$ cat config.mk
export PLATFORM = sky130hd
export DESIGN_NAME = cr_controller
export DESIGN_NICKNAME = d
export VERILOG_FILES = /design/src/rtl/cr_controller_pkg.sv /design/src/rtl/cr_controller_phase_timer.sv /design/src/rtl/cr_controller.sv
export SDC_FILE = /design/constraint.sdc
export NUM_CORES = 1
export LEC_CHECK = 0
export CORE_UTILIZATION = 40
export CTS_BUF_LIST = sky130_fd_sc_hd__clkbuf_4
export CTS_CLUSTER_DIAMETER = 60
export CTS_CLUSTER_SIZE = 8
export DETAILED_ROUTE_END_ITERATION = 10
export MAX_ROUTING_LAYER = met4
export PLACE_DENSITY = 0.7
export SETUP_SLACK_MARGIN = 0.1
export SLEW_MARGIN = 10
export SYNTH_ARGS = -nofsm -noshare
export SYNTH_HDL_FRONTEND = slang
export SYNTH_SLANG_ARGS = --single-unit
$ cat constraint.sdc
create_clock -name clk -period 1.7 [get_ports clk]
set_clock_uncertainty 0.2 [all_clocks]
set_input_delay 0.34 -clock clk [delete_from_list [all_inputs] [get_ports clk]]
set_output_delay 0.34 -clock clk [all_outputs]
set_load 0.02 [all_outputs]
$ cat src/rtl/cr_controller_pkg.sv
//----------------------------------------------------------------------------
//  Module   : cr_controller_pkg
//  Purpose  : Shared traffic definitions. Lamp encodings are common to the
//             highway and country-road controllers; state encodings belong
//             to cr_controller.
//  Revision : 1.0  initial release
//----------------------------------------------------------------------------
`timescale 1ns/1ps
`default_nettype none

package cr_controller_pkg;

   // One-hot lamp encodings shared with the highway controller
   localparam logic [2:0] c_led_green  = 3'b100;
   localparam logic [2:0] c_led_yellow = 3'b010;
   localparam logic [2:0] c_led_red    = 3'b001;

   // Country-road controller state encodings
   localparam int unsigned c_state_w   = 3;
   localparam logic [2:0] c_st_idle    = 3'd0;
   localparam logic [2:0] c_st_green   = 3'd1;
   localparam logic [2:0] c_st_yellow  = 3'd2;
   localparam logic [2:0] c_st_clear   = 3'd3;
   localparam logic [2:0] c_st_done    = 3'd4;

endpackage

`default_nettype wire

$ cat src/rtl/cr_controller_phase_timer.sv
//----------------------------------------------------------------------------
//  Module   : phase_timer
//  Purpose  : 8-bit phase counter. Returns to zero on the edge at which the
//             owning FSM changes state, otherwise counts up and saturates at
//             255 so it never wraps inside a long state.
//  Revision : 1.0  initial release
//----------------------------------------------------------------------------
`timescale 1ns/1ps
`default_nettype none

module phase_timer (
   input  logic       clk,
   input  logic       rst,
   input  logic       i_clear,
   output logic [7:0] o_cnt
);

   logic [7:0] r_cnt;

   // Count cycles spent in the current state; clear when the state changes
   always_ff @(posedge clk or posedge rst) begin
      if (rst) begin
         r_cnt <= 8'd0;
      end else if (i_clear) begin
         r_cnt <= 8'd0;
      end else if (r_cnt != 8'hFF) begin
         r_cnt <= r_cnt + 8'd1;
      end
   end

   assign o_cnt = r_cnt;

endmodule

`default_nettype wire

$ cat src/rtl/cr_controller.sv
//----------------------------------------------------------------------------
//  Module   : cr_controller
//  Purpose  : Country-road lamp sequencer. Grants green on request from the
//             highway side, holds it between GREEN_MIN and GREEN_MAX cycles
//             depending on vehicle presence, then yellow and an all-red
//             clearance before handing back via a four-phase handshake.
//  Revision : 1.0  initial release
//----------------------------------------------------------------------------
`timescale 1ns/1ps
`default_nettype none

module cr_controller
   import cr_controller_pkg::*;
#(
   parameter int GREEN_MIN = 4,
   parameter int GREEN_MAX = 10,
   parameter int YELLOW_T  = 3,
   parameter int ALL_RED   = 2
) (
   input  logic       clk,
   input  logic       rst,
   input  logic       CR_Ena,
   input  logic       sensor,
   output logic [2:0] CR_LED,
   output logic       CR_Done
);

   // Reject illegal timing parameters at elaboration
   generate
      if (GREEN_MIN < 1 || GREEN_MIN > GREEN_MAX || GREEN_MAX > 255 ||
          YELLOW_T < 1 || YELLOW_T > 255 || ALL_RED < 1 || ALL_RED > 255) begin : g_bad_params
         $error("cr_controller: illegal timing parameters");
      end
   endgenerate

   // Terminal counts, expressed in the 8-bit counter domain
   localparam logic [7:0] c_green_min_m1 = 8'(GREEN_MIN - 1);
   localparam logic [7:0] c_green_max_m1 = 8'(GREEN_MAX - 1);
   localparam logic [7:0] c_yellow_m1    = 8'(YELLOW_T - 1);
   localparam logic [7:0] c_all_red_m1   = 8'(ALL_RED - 1);

   logic [c_state_w-1:0] r_state;
   logic [c_state_w-1:0] w_next_state;
   logic                 w_state_change;
   logic [7:0]           w_cnt;

   assign w_state_change = (w_next_state != r_state);

   phase_timer u_phase_timer (
      .clk     (clk),
      .rst     (rst),
      .i_clear (w_state_change),
      .o_cnt   (w_cnt)
   );

   // State register
   always_ff @(posedge clk or posedge rst) begin
      if (rst) begin
         r_state <= c_st_idle;
      end else begin
         r_state <= w_next_state;
      end
   end

   // Next-state logic; any unused encoding falls back to IDLE
   always_comb begin
      w_next_state = c_st_idle;
      case (r_state)
         c_st_idle: begin
            w_next_state = CR_Ena ? c_st_green : c_st_idle;
         end
         c_st_green: begin
            // Sensor is only looked at once the minimum green has elapsed
            if ((w_cnt == c_green_max_m1) ||
                ((w_cnt >= c_green_min_m1) && !sensor)) begin
               w_next_state = c_st_yellow;
            end else begin
               w_next_state = c_st_green;
            end
         end
         c_st_yellow: begin
            w_next_state = (w_cnt == c_yellow_m1) ? c_st_clear : c_st_yellow;
         end
         c_st_clear: begin
            w_next_state = (w_cnt == c_all_red_m1) ? c_st_done : c_st_clear;
         end
         c_st_done: begin
            // Hold until the highway side withdraws its request
            w_next_state = CR_Ena ? c_st_done : c_st_idle;
         end
         default: begin
            w_next_state = c_st_idle;
         end
      endcase
   end

   // Output decode from the registered state only
   always_comb begin
      CR_LED  = c_led_red;
      CR_Done = 1'b0;
      case (r_state)
         c_st_green:  CR_LED  = c_led_green;
         c_st_yellow: CR_LED  = c_led_yellow;
         c_st_done:   CR_Done = 1'b1;
         default:     CR_LED  = c_led_red;
      endcase
   end

endmodule

`default_nettype wire

==> results.md, run 1 <==
- Gp weighted congestion: around 0.84
- Power, Total: about 0.0027 W
- Die ar.: around 2200 µm²
- Latest clock arrival within the worst-skew pair: between 200 and 300 ps
- HP Class: in2async
- Top Ports: 8
- Clock Sink Count: 11
- Mapped cell area: around 800 µm²
- YS warnings: 0
- Number of diodes: 0
- Synth-to-layout area growth: 93.5%
- Clock power share: approximately 7.4%
- Site row count: 15
- Final Critical Period: between 1500 and 2000 ps
- Final hold vios: 0
- Crit. End Element: register
- Vias in the first global route: 961
- Pin count of the biggest net entering global routing: 12
- DRC: 0
- Share of layout cells above drive strength 1: 69.0%
- Gate power share: around 76%
- CTS Buf Count: 3
- Max IR drop VDD: 1010 µV
- Least-Margin Pin Slew: slightly above 400 ps
- Net load switching power: 0.00114 W
- Port buffer count: 7
- Initial Util: between 40% and 50%
- RSZ-0062 raised after global routing: true
- Worst reg2reg path startpoint: u_phase_timer.o_cnt[0]
- FF+latch count, synth: 11
- Max Freq: 505 MHz
- First-pass GRT wire length: about 4400 µm
- Post-route ant nets: 0
- Net Count, Synth: 93
- Relative slew slack: 72.4%
- Final slew viol count: 0
- Core area: 1800 µm²
- CTS root buf: clkbuf_4
- Drt first pass iters: 4
- Period utilisation layout: 116%
- Maximum clock path buffer count: 2
- RR Endpoint: u_phase_timer.o_cnt[6]
- Routed len/inst: roughly 19 µm
- Count of cell types in the netlist: 39
- DR vias: ~1000
- Cells after Synth: 86
- Worst Path Max Fanout: 8
- Placed inst area: about 1200 µm²
- Total global routing track utilization: between 30% and 40%
- Startpoint Class: register
- Required time of the critical path: 1670 ps
- Post-route setup slack: -278 ps
- CTS clk-pin slew, worst paths: 70 ps
- LEAKAGE: 0.627 nW
- Vias per cell: 5.90
- Critical Path AT: 1950 ps
- Pint: 0.00153 W
- WL final: around 3100 µm
- Dpl ws: -404 ps
- Failing checks: negative setup slack
- Reg power frac: around 17%
- Global route overflow: 0
- Die W: between 40 and 50 µm
- Sequential cell area fraction in the yosys report: approximately a third
- Fin area: approximately 1600 µm²
- CTS tree: built
- Power density over the cells: between 1500 and 2000 nW/µm²
- CP Class: reg2reg
- Switching portion of total power: 42.7%
- Core Util, Final: between 80 and 90%
- H-tree Lvls: 1
- Initial DRC Count: 30
- Max-cap violations: 0
- Final setup viols: 12
- Status: complete, but fails checks
- Nets: 150
- Die height: ~47 µm
- Post-DP HPWL: about 1600 µm
- Syn avg cell area: a little over 9 µm²
- Initial antenna violation count: 0
- CTS Hold Bufs: 0
- R2R Setup Slk: -280 ps
- R2R cell count: 7
[layout by cell type, fill, tap and decap left out, types with 2 or more instances in the layout]
cell,instances
nor2_1,4
nand2_1,2
nor3_4,2
dfrtp_1,7
buf_6,12
nand4_1,3
inv_1,6
or2_2,2
nand3_1,3
a2111oi_4,5
ha_4,2
o21ai_0,3
clkdlybuf4s50_1,3
buf_4,38
nor2_2,2
inv_2,2
clkbuf_4,4
dfrtp_2,4
a21oi_1,3
nor3_2,4
[critical path: stages (launching register included)]
cell and delay [ps]:
dfrtp_1 440, buf_6 140, ha_4 160, a311oi_2 280, buf_4 180, a2111oi_4 30
buf_6 170, a2111oi_4 260
[logic make-up after synthesis]
logic type	share of synthesized area [%]
AO/OA/AOI/OAI	26.5
XOR/XNOR	1.09
adder cells (fa/ha/maj)	4.67
buffers and inverters	4.98
flip-flops	34.3
multiplexers	1.25
AND/OR/NAND/NOR	27.3
[synth_stat cells, drive strengths merged]
master	number	area (µm²)
a41oi	1	8.76
and4	1	8.76
o32a	1	10.0
nor4b	1	8.76
a2111oi	5	77.6
o21a	1	7.51
nand4bb	1	11.3
nand2b	1	6.26
inv	8	30.0
ha	3	37.5
o21ba	1	10.0
or3	1	11.3
a21oi	4	20.0
o21ai	5	25.0
nor2b	1	6.26
nor4	1	6.26
nand2	3	11.3
a211oi	1	7.51
and3	1	7.51
mux2i	1	10.0
nor2	7	26.3
o31ai	2	28.8
and2	1	7.51
nand4	3	18.8
a311oi	1	8.76
xnor2	1	8.76
buf	2	10.0
and3b	1	8.76
nor3	7	40.0
o2bb2ai	1	8.76
or2	2	12.5
dfrtp	11	275
nor3b	1	7.51
nand3	4	20.0
[worst max-delay path by stage]
stage                            from                      to  slack (ps)  cells past startpoint
6_report       u_phase_timer.o_cnt[0]  u_phase_timer.o_cnt[6]        -280                      7
5_1_grt        u_phase_timer.o_cnt[2]  u_phase_timer.o_cnt[0]        -320                      7
4_1_cts        u_phase_timer.o_cnt[6]  u_phase_timer.o_cnt[6]        -180                      6
3_5_place_dp                   sensor  u_phase_timer.o_cnt[6]        -400                      7
3_3_place_gp                   sensor  u_phase_timer.o_cnt[1]        -350                      7
2_1_floorplan  u_phase_timer.o_cnt[6]  u_phase_timer.o_cnt[3]         -90                      4
[per-layer routing]
layer	GRT usage, %	share of wire, %	vias to the layer above
met1	34.9	38	478
met5	-	0	-
met4	18.3	4.0	0
li1	-	-	443
met2	51.4	52	52
met3	5.38	6.1	13
[area by class of cell]
type,count,area (µm²)
clock buffers,4,30.0
inverters,8,30.0
multi-input cells,65,712
flip-flops and latches,11,280
fillers,96,248
repair buffers,54,470
well taps,25,31.3
[through the flow]
stage / instances / hold WS, ps / setup TNS [ps]
after floorplan: 86 / -7.63 / -546
after global placement: 146 / 431 / -3220
after detailed placement: 146 / 448 / -3530
after CTS: 157 / 166 / -1790
after global routing: 167 / 216 / -3310
final: 167 / 140 / -2530
[power groups by stage]
stage	logic, W	registers [W]	clock network [W]
4_1_cts	0.00168	0.000432	0.000193
6_report	0.00203	0.000449	0.000198
3_5_place_dp	0.00122	0.000421	0
2_1_floorplan	0.000721	0.000403	0
5_1_grt	0.00213	0.000455	0.000218
3_3_place_gp	0.00119	0.000418	0
[state kept, by name, indices dropped and copies added (netlist names)]
register / flops
r_state: 3
u_phase_timer.o_cnt: 8
[repair_timing]
| item | CTS | global route |
|---|---|---|
| hold endpoints to repair | 0 | 0 |
| setup buffers | 7 | 10 |
| pin swaps | 11 | 13 |
| endpoints found under the setup margin | 14 | 14 |
| gates resized for setup | 57 | 9 |
(Power assumes the default switching activity.)
==> inputs of run 2 (changes only) <==
--- a/config.mk
+++ b/config.mk
@@ -5,13 +5,13 @@
 export SDC_FILE = /design/constraint.sdc
 export NUM_CORES = 1
 export LEC_CHECK = 0
-export CORE_UTILIZATION = 40
+export CORE_UTILIZATION = 51
 export CTS_BUF_LIST = sky130_fd_sc_hd__clkbuf_4
 export CTS_CLUSTER_DIAMETER = 60
 export CTS_CLUSTER_SIZE = 8
 export DETAILED_ROUTE_END_ITERATION = 10
 export MAX_ROUTING_LAYER = met4
-export PLACE_DENSITY = 0.7
+export PLACE_DENSITY = 0.83
 export SETUP_SLACK_MARGIN = 0.1
 export SLEW_MARGIN = 10
 export SYNTH_ARGS = -nofsm -noshare
==> run 2 against run 1 <==
The flow now stops in clock tree synthesis (4_1_cts). Synthesized cell count unchanged. Area after synthesis unchanged.
==> results.md, run 2 <==
- Status: aborted with a tool error
- Failed at: clock tree synthesis (4_1_cts)
- Error: [ERROR DPL-0033] detailed placement checks failed during check placement.
- Sequential cell area fraction in the yosys report: roughly 34%
- Post-synth EDFFs: 0
- Largest area contributor in the netlist: dfrtp_1
- Cells after Synth: between 80 and 90
- CTS root buf: clkbuf_4
- Ys flop type: dfrtp_1
- Commonest cells post-synth: dfrtp_1, inv_1, nor2_1, nor3_1
- Net Count, Synth: just over 90
- Top cell type's share of synthesized area: between 30 and 40%
- YS warnings: 0
- Die height: between 40 and 50 µm
- Count leader, synth: dfrtp_1
- Postcts setup bufs: 5
- FF+latch count, synth: 11
- Syn avg cell area: 9.34 µm²
- Count of cell types in the netlist: 39
- Resized Gates After CTS: 47
- Post-DP HPWL: between 1500 and 2000 µm
- Maximum clock path buffer count: 2
- Initial Util: a little under 60%
- Top Ports: 8
- Synth async-reset ratio: 100%
- H-tree Lvls: 1
- Gp weighted congestion: 0.948
- Die W: 41.7 µm
- Mapped cell area: ~800 µm²
- Clock Sink Count: 11
- CTS Hold Bufs: 0
- Synth area leaders: dfrtp_1, ha_1, nor3_1
- Port buffer count: 7
- Site row count: 13
- CTS Buf Count: 3
-- run 2: cell counts after synthesis --
Identical to the previous run, type by type.
-- run 2: logic make-up after synthesis --
logic type	count (synthesis)	share of synthesized area, %
AOI/OAI and AO/OA	23	26.5
xor gates and xnor gates	1	1.09
adders and majority gates	3	4.67
buffers and inverters	10	4.98
DFF	11	34.3
muxes	1	1.25
and+or+nand+nor	37	27.3
-- run 2: stage by stage --
step / cells / area (µm²) / setup slack, ps / setup TNS, ps
detailed placement: 131 / 1120 / -401 / -3650
global placement: 131 / 1120 / -342 / -3320
floorplan: 86 / 857 / -87.0 / -546
==> inputs of run 3 (changes only) <==
==> config.mk (replaced) <==
export PLATFORM = sky130hd
export DESIGN_NAME = cr_controller
export DESIGN_NICKNAME = d
export VERILOG_FILES = /design/src/rtl/cr_controller_pkg.sv /design/src/rtl/cr_controller_phase_timer.sv /design/src/rtl/cr_controller.sv
export SDC_FILE = /design/constraint.sdc
export NUM_CORES = 1
export LEC_CHECK = 0
export CORE_AREA = 2 2 63 65
export DETAILED_ROUTE_END_ITERATION = 10
export DIE_AREA = 0 0 65 67
export PLACE_DENSITY_LB_ADDON = 0.15
export SLEW_MARGIN = 10
export SYNTH_ARGS = -nofsm -noshare
export SYNTH_HDL_FRONTEND = slang
export SYNTH_SLANG_ARGS = --single-unit
==> constraint.sdc (replaced) <==
create_clock -name clk -period 2.2 [get_ports clk]
set_clock_uncertainty 0.2 [all_clocks]
set_input_delay 0.44 -clock clk [delete_from_list [all_inputs] [get_ports clk]]
set_output_delay 0.44 -clock clk [all_outputs]
set_load 0.02 [all_outputs]
==> run 3 against run 2 <==
The flow now finishes without violations.
==> results.md, run 3 (synthesis gave the netlist of run 1 again) <==
- Die ar.: ~4400 µm²
- Required time of the critical path: 2090 ps
- Post-DP HPWL: ~1600 µm
- Slowest stage cell on the critical path: a2111oi_4
- H-tree Lvls: 1
- Postcts setup bufs: 0
- Worst reg2reg path startpoint: u_phase_timer.o_cnt[0]
- Met1 Use GR: 13.3%
- Most common cell after layout, fill and taps aside: buf_4
- Die height: 67 µm
- CTS Hold Bufs: 0
- Crit path max-delay family: compound AO/OA/AOI/OAI gates
- Most frequent cells in the layout: buf_4, dfrtp_1, inv_1, nor2_1, nor3_1
- DR vias: 741
- Core Util, Final: around 30%
- RSZ-0062 raised after global routing: false
- Global route overflow: 0
- Hold slack final: about 310 ps
- Final slew viol count: 0
- Total global routing track utilization: 11.4%
- Buf/Inv on CP: 3
- Power density over the cells: about 1200 nW/µm²
- Post-route ant nets: 0
- Share of layout cells above drive strength 1: 30.1%
- HP Class: in2async
- Worst Path Max Fanout: 8
- R2R Setup Slk: approximately 150 ps
- Initial antenna violation count: 0
- Max FFs per register: 8
- Met3 Use GR: about 3.5%
- Initial DRC Count: 20
- First-pass GRT wire length: around 3600 µm
- Port buffer count: 7
- Met2 Track Usage GR: between 10% and 20%
- Layer with the highest usage: met2
- Least-Margin Pin Slew: 684 ps
- R2R cell count: 5
- Crit. End Element: register
- CTS Buf Count: 3
- DRC: 0
- CP Cell Sequence: clkdlybuf4s50_1 > inv_1 > buf_4 > o31ai_4 > a2111oi_4 > nor3_1
- Synth-to-layout area growth: 38.3%
- Setup TNS: 0 ps
- CP Class: in2reg
- RR Endpoint: u_phase_timer.o_cnt[0]
- Max IR drop VDD: roughly 320 µV
- Top Ports: 8
- CP max stage delay: 700 ps
- Max-cap violations: 0
- Number of diodes: 0
- Clock Sink Count: 11
- Maximum clock path buffer count: 2
- Core area: approximately 3600 µm²
- Max Freq: approximately 480 MHz
- Routed len/inst: roughly 12 µm
- Final Critical Period: between 2000 and 2500 ps
- CTS clk-pin slew, worst paths: about 50 ps
- Status: finished clean
- CTS root buf: clkbuf_8
- WL final: 2000 µm
- Period utilisation layout: between 90 and 100%
- Nets: approximately 120
- Relative slew slack: a little over half
- Die W: 65 µm
- LEAKAGE: 0.467 nW
- Pin count of the biggest net entering global routing: 12
- Gp weighted congestion: about 0.83
- Vias per cell: 4.60
- Initial Util: around 22%
- Startpoint Class: input port
- Final hold vios: 0
- Site row count: 22
- Latest clock arrival within the worst-skew pair: 240 ps
- Final setup viols: 0
- Critical Path AT: around 2000 ps
- CP Depth: 6
- CTS tree: built
- Vias in the first global route: just under 800
- Drt first pass iters: 4
-- run 3: timing repair --
action,4_1_cts,5_1_grt
setup endpoints to repair,4,9
resized for setup,4,2
cloned,0,0
pin swaps,0,1
-- run 3: area by class of cell --
class	instances	area [µm²]
fill	378	2490
multi-input combinational	65	497
sequential	11	275
timing repair buffer	25	204
tap	48	60.1
clock buffer	4	45.0
inverter	8	30.0
-- run 3: power by group --
group / total (W) / switching, W / leakage, nW / internal, W
logic: 0.000816 / 0.000428 / 0.298 / 0.000388
clock network: 0.000206 / 0.0000783 / 0.0228 / 0.000127
registers: 0.000305 / 0.0000477 / 0.145 / 0.000258
total: 0.00133 / 0.000554 / 0.467 / 0.000773
-- run 3: metrics by stage --
stage                     setup slack [ps]  std cells  power, W  cell area [µm²]
after floorplan                        218         86  0.000799              803
after global placement                -130        157   0.00114             1060
after detailed placement              -152        157   0.00114             1060
after CTS                             20.9        161   0.00134             1100
after global routing                  53.1        161   0.00145             1110
final                                 98.2        161   0.00133             1110
-- run 3: worst max path at each step --
| stage | start | to | slack (ps) |
|---|---|---|---|
| after floorplan | r_state[1] | CR_LED[0] | 220 |
| after global placement | sensor | u_phase_timer.o_cnt[4] | -130 |
| after detailed placement | sensor | u_phase_timer.o_cnt[4] | -150 |
| after CTS | r_state[2] | CR_LED[2] | 20 |
| after global routing | u_phase_timer.o_cnt[0] | u_phase_timer.o_cnt[0] | 50 |
| final | sensor | u_phase_timer.o_cnt[0] | 100 |
-- run 3: per-layer routing --
layer / wire, µm / up-vias
met3: 72 / 4
li1: - / 381
met5: 0 / -
met2: 993 / 9
met4: 38 / 0
met1: 899 / 347
